==> config.mk <==
export PLATFORM = sky130hd
export DESIGN_NAME = serial_add
export DESIGN_NICKNAME = d
export VERILOG_FILES = /design/src/rtl/adder_pkg.sv /design/src/rtl/full_add.sv /design/src/rtl/half_add.sv /design/src/rtl/serial_add.sv
export SDC_FILE = /design/constraint.sdc
export NUM_CORES = 1
export LEC_CHECK = 0
export CORE_UTILIZATION = 37
export DETAILED_ROUTE_END_ITERATION = 6
export GPL_TIMING_DRIVEN = 0
export SYNTH_ARGS = -nofsm -noshare
export SYNTH_HDL_FRONTEND = slang
export SYNTH_SLANG_ARGS = --single-unit
==> constraint.sdc <==
create_clock -name clk -period 1.75 [get_ports clk]
set_input_delay 0.4375 -clock clk [delete_from_list [all_inputs] [get_ports clk]]
set_output_delay 0.4375 -clock clk [all_outputs]
set_load 0.03 [all_outputs]
==> src/rtl/adder_pkg.sv <==
// Shared types and helpers for the bit-serial adder/subtractor.
// Holds the controller state encoding and the bit-counter width rule.
package adder_pkg;

    typedef enum logic [1:0] {
        IDLE = 2'd0,
        RUN  = 2'd1,
        DONE = 2'd2
    } state_e;

    // Bit counter must index 0..WIDTH-1 and stay at least one bit wide when WIDTH is 1.
    function automatic int cnt_w(input int width);
        return (width <= 2) ? 1 : $clog2(width);
    endfunction

endpackage

==> src/rtl/full_add.sv <==
// Single-bit full adder built from two half adders and an OR gate.
// This is the only arithmetic cell the serial adder uses.
module full_add (
    input  logic a,
    input  logic b,
    input  logic cin,
    output logic sum,
    output logic carry
);

    logic s1;
    logic c1;
    logic c2;

    half_add u_ha0 (
        .a     (a),
        .b     (b),
        .sum   (s1),
        .carry (c1)
    );

    half_add u_ha1 (
        .a     (s1),
        .b     (cin),
        .sum   (sum),
        .carry (c2)
    );

    assign carry = c1 | c2;

endmodule

==> src/rtl/half_add.sv <==
// Single-bit half adder; two of these plus an OR form the full-adder cell.
module half_add (
    input  logic a,
    input  logic b,
    output logic sum,
    output logic carry
);

    assign sum   = a ^ b;
    assign carry = a & b;

endmodule

==> src/rtl/serial_add.sv <==
// Bit-serial adder/subtractor: one operand bit per clock, LSB first, through one full adder.
// Results (sum, carry, signed overflow) are published together with a one-cycle done pulse.
module serial_add
    import adder_pkg::*;
#(
    parameter int WIDTH = 8
) (
    input  logic             clk,
    input  logic             rst_n,
    input  logic             start,
    input  logic [WIDTH-1:0] a,
    input  logic [WIDTH-1:0] b,
    input  logic             cin,
    input  logic             sub,
    output logic             busy,
    output logic             done,
    output logic [WIDTH-1:0] sum,
    output logic             carry,
    output logic             overflow
);

    localparam int CW = cnt_w(WIDTH);

    state_e           state_q;
    logic [WIDTH-1:0] a_q;
    logic [WIDTH-1:0] b_q;
    logic [WIDTH-1:0] res_q;
    logic [WIDTH-1:0] res_d;
    logic [CW-1:0]    cnt_q;
    logic             c_q;
    logic             fa_sum;
    logic             fa_carry;
    logic             last_bit;

    full_add u_fa (
        .a     (a_q[0]),
        .b     (b_q[0]),
        .cin   (c_q),
        .sum   (fa_sum),
        .carry (fa_carry)
    );

    // New result bit enters at the MSB so that after WIDTH shifts it lines up LSB-aligned.
    generate
        if (WIDTH == 1) begin : g_res_w1
            assign res_d = fa_sum;
        end else begin : g_res_wn
            assign res_d = {fa_sum, res_q[WIDTH-1:1]};
        end
    endgenerate

    assign last_bit = (cnt_q == CW'(WIDTH - 1));

    always_ff @(posedge clk or negedge rst_n) begin
        if (!rst_n) begin
            state_q  <= IDLE;
            a_q      <= '0;
            b_q      <= '0;
            res_q    <= '0;
            cnt_q    <= '0;
            c_q      <= 1'b0;
            busy     <= 1'b0;
            done     <= 1'b0;
            sum      <= '0;
            carry    <= 1'b0;
            overflow <= 1'b0;
        end else begin
            done <= 1'b0;
            case (state_q)
                IDLE, DONE: begin
                    // Subtraction is a + ~b + 1: invert B here and preload the carry with 1.
                    if (start) begin
                        a_q     <= a;
                        b_q     <= sub ? ~b : b;
                        c_q     <= sub ? 1'b1 : cin;
                        res_q   <= '0;
                        cnt_q   <= '0;
                        busy    <= 1'b1;
                        state_q <= RUN;
                    end else begin
                        state_q <= IDLE;
                    end
                end
                RUN: begin
                    a_q   <= a_q >> 1;
                    b_q   <= b_q >> 1;
                    res_q <= res_d;
                    c_q   <= fa_carry;
                    cnt_q <= cnt_q + CW'(1);
                    // c_q still holds the carry into the MSB while the last bit is processed.
                    if (last_bit) begin
                        sum      <= res_d;
                        carry    <= fa_carry;
                        overflow <= c_q ^ fa_carry;
                        busy     <= 1'b0;
                        done     <= 1'b1;
                        state_q  <= DONE;
                    end
                end
                default: begin
                    busy    <= 1'b0;
                    state_q <= IDLE;
                end
            endcase
        end
    end

endmodule

==> qor.csv <==
metric,value,unit
CTS tree,yes,
"Net Count, Synth",153,
Tot GR Track Use,0.139,
count of cell types in the netlist,22,
worst-case clock skew,0.00534,ns
total vias in the final route,1146,
Clock Path Buffers,2,
CP Launch Type,flip-flop,
drt via density,5.19,
Num CTS Buffers,5,
Total Power,3950,µW
Inserted Diodes,0,
die area,4950,µm²
RSZ-0062 raised after global routing,false,
Pwr per Cell Area,1780,nW/µm²
CP arrival,1.28,ns
Top Ports,33,
Placer Congestion,0.742,
worst path bufs/invs,1,
Hold Crit Class,input pin to asynchronous set/reset pin,
P&R area growth vs syn,28.0,%
largest net degree at the start of global routing,42,
syn avg cell area,13.4,µm²
post-layout net count,193,
Post-DP HPWL,2130,µm
CP Cell Sequence,clkdlybuf4s50_1,
ys async rst share,1.00,
crit path capture type,output pin,
latest clock arrival within the worst-skew pair,0.28,ns
core region area,4410,µm²
sequential share of the synthesized area,0.593,
Finished Layout Cells,221,
vias in the first global route,1185,
Post-synth EDFFs,0,
max-cap violation count,0,
data required time of the worst path,1.31,ns
"Slew Viols, Final",0,
CTS H-tree lvls,2,
cell accounting for the most synthesized area,dfrtp_1,
critical path class,flip-flop to output pin,
final WL,3030,µm
initial DRC count,89,
Max VDD drop,0.598,mV
GRT Residual Overflow,0,
cell family with most CP delay,buffers and inverters,
Synth Register Bits,41,
Core Rows,24,
clk root buf,clkbuf_8,
Tmin final,1.72,ns
hold slack,0.280,ns
setup violators final,0,
input/output buffers,31,
worst relative slew slack,0.395,
width of the chip,70.4,µm
Pleak,0.00112,µW
status,"finished, final reports clean",
Crit Path Max Fanout,2,
Final Cycle Share,0.980,
CP max stage delay,0.66,ns
Starting Density,0.392,
Ys Warns,0,
share of the synthesized area in the top cell type,0.593,
Post-DRT Antenna Nets,0,
initial antenna violation count,0,
Util after Layout,0.501,
first-pass GRT wire length,5380,µm
Highest Clock Rate,583,MHz
# DRC,0,
placed instance count,212,
area of the mapped netlist,1730,µm²
slowest CP cell,clkdlybuf4s50_1,
Synth area leaders,"dfrtp_1 59%, a22o_1 9.1%, mux2_2 6.5%",
clock slew at reported path FFs,0.08,ns
main flop type after synthesis,dfrtp_1,
Syn Inst Count,129,
worst-margin pin slew,0.908,ns
CTS Sinks,41,
chip height,70.4,µm
Final Hold Vio Count,0,
Avg WL per Cell,13.7,µm
fraction of layout cells with a size suffix above 1,0.172,
DR pass1 iterations,2,
==> kinds of logic after synthesis <==
logic type               count (synthesis)  synth area share
AO/OA/AOI/OAI                           36             0.177
XOR/XNOR                                 9            0.0456
adder cells (fa/ha/maj)                  3            0.0260
buffers and inverters                   12            0.0420
flip-flops                              41             0.593
multiplexers                            10            0.0651
AND/OR/NAND/NOR                         18            0.0514
==> power by group <==
group	switching [µW]	internal, µW
sequential	246	1370
combinational	836	885
clock	301	313
==> layout by cell type, fill, tap and decap left out, drive strengths merged <==
cell	n
a21o	7
a221o	8
a22o	18
buf	12
clkbuf	7
clkdlybuf4s50	20
dfrtp	41
dlygate4sd2	4
dlymetal6s2s	6
fa	1
ha	2
inv	3
mux2	10
nand2	2
nand2b	1
nand3b	1
nor2	12
nor2b	2
o21ai	3
xnor2	8
xor2	1
==> layer usage <==
metal	up-vias	track usage	share of wire
li1	543	-	-
met1	573	0.174	0.47
met2	26	0.231	0.49
met3	4	0.0332	0.038
met4	0	0.0578	0.0092
met5	-	0	0
==> through the flow <==
step	setup slack [ns]	area [µm²]	setup TNS, ns
2_1_floorplan	0.182	1730	0
3_3_place_gp	-0.736	2100	-31.48
3_5_place_dp	-0.138	2100	-1.28
4_1_cts	0.00379	2180	0
5_1_grt	0.00240	2210	0
6_report	0.0347	2210	0
==> synth_stat cells, types with 2 or more instances <==
master,n
buf_4,2
xnor2_1,8
a21o_1,7
o21ai_0,3
nand2_1,2
a22o_1,18
inv_1,3
buf_2,4
a221o_1,8
mux2_2,10
nor2_1,11
buf_6,2
dfrtp_1,41
ha_1,2
==> what timing repair did <==
| item | 4_1_cts | 5_1_grt |
|---|---|---|
| resized for setup | 5 | 6 |
| pin swaps | 0 | 0 |
| hold buffers | 0 | 0 |
| cloned | 0 | 0 |
| setup endpoints to repair | 6 | 12 |
| setup buffers | 0 | 2 |
==> path summary, 6_finish.rpt <==
path / startpoint / depth (start not counted) / slack [ns] / to
hold / removal: rst_n / 1 / 0.28 / state_q[0]
setup reg to reg: cnt_q[0] / 5 / 0.09 / sum[4]
setup / recovery: sum[2] / 1 / 0.03 / sum[2]
max in group asynchronous: rst_n / 1 / 0.91 / a_q[3]
min in group clk: a_q[4] / 1 / 0.48 / a_q[4]
hold reg to reg: a_q[4] / 1 / 0.48 / a_q[4]
==> area by class of cell <==
class / count / area, µm²
buffer: 9 / 63.8
clock buffer: 7 / 86.3
fill: 410 / 2200
inverter: 3 / 11.3
multi-input combinational: 76 / 631
sequential: 41 / 1030
tap: 52 / 65.1
timing repair buffer: 33 / 330
==> registers in the layout (all words and copies together) (netlist names), 2 cells and up <==
signal,cells
a_q,8
res_q,7
state_q,2
sum,8
b_q,8
cnt_q,3
Power figures use the tool's default switching activity.
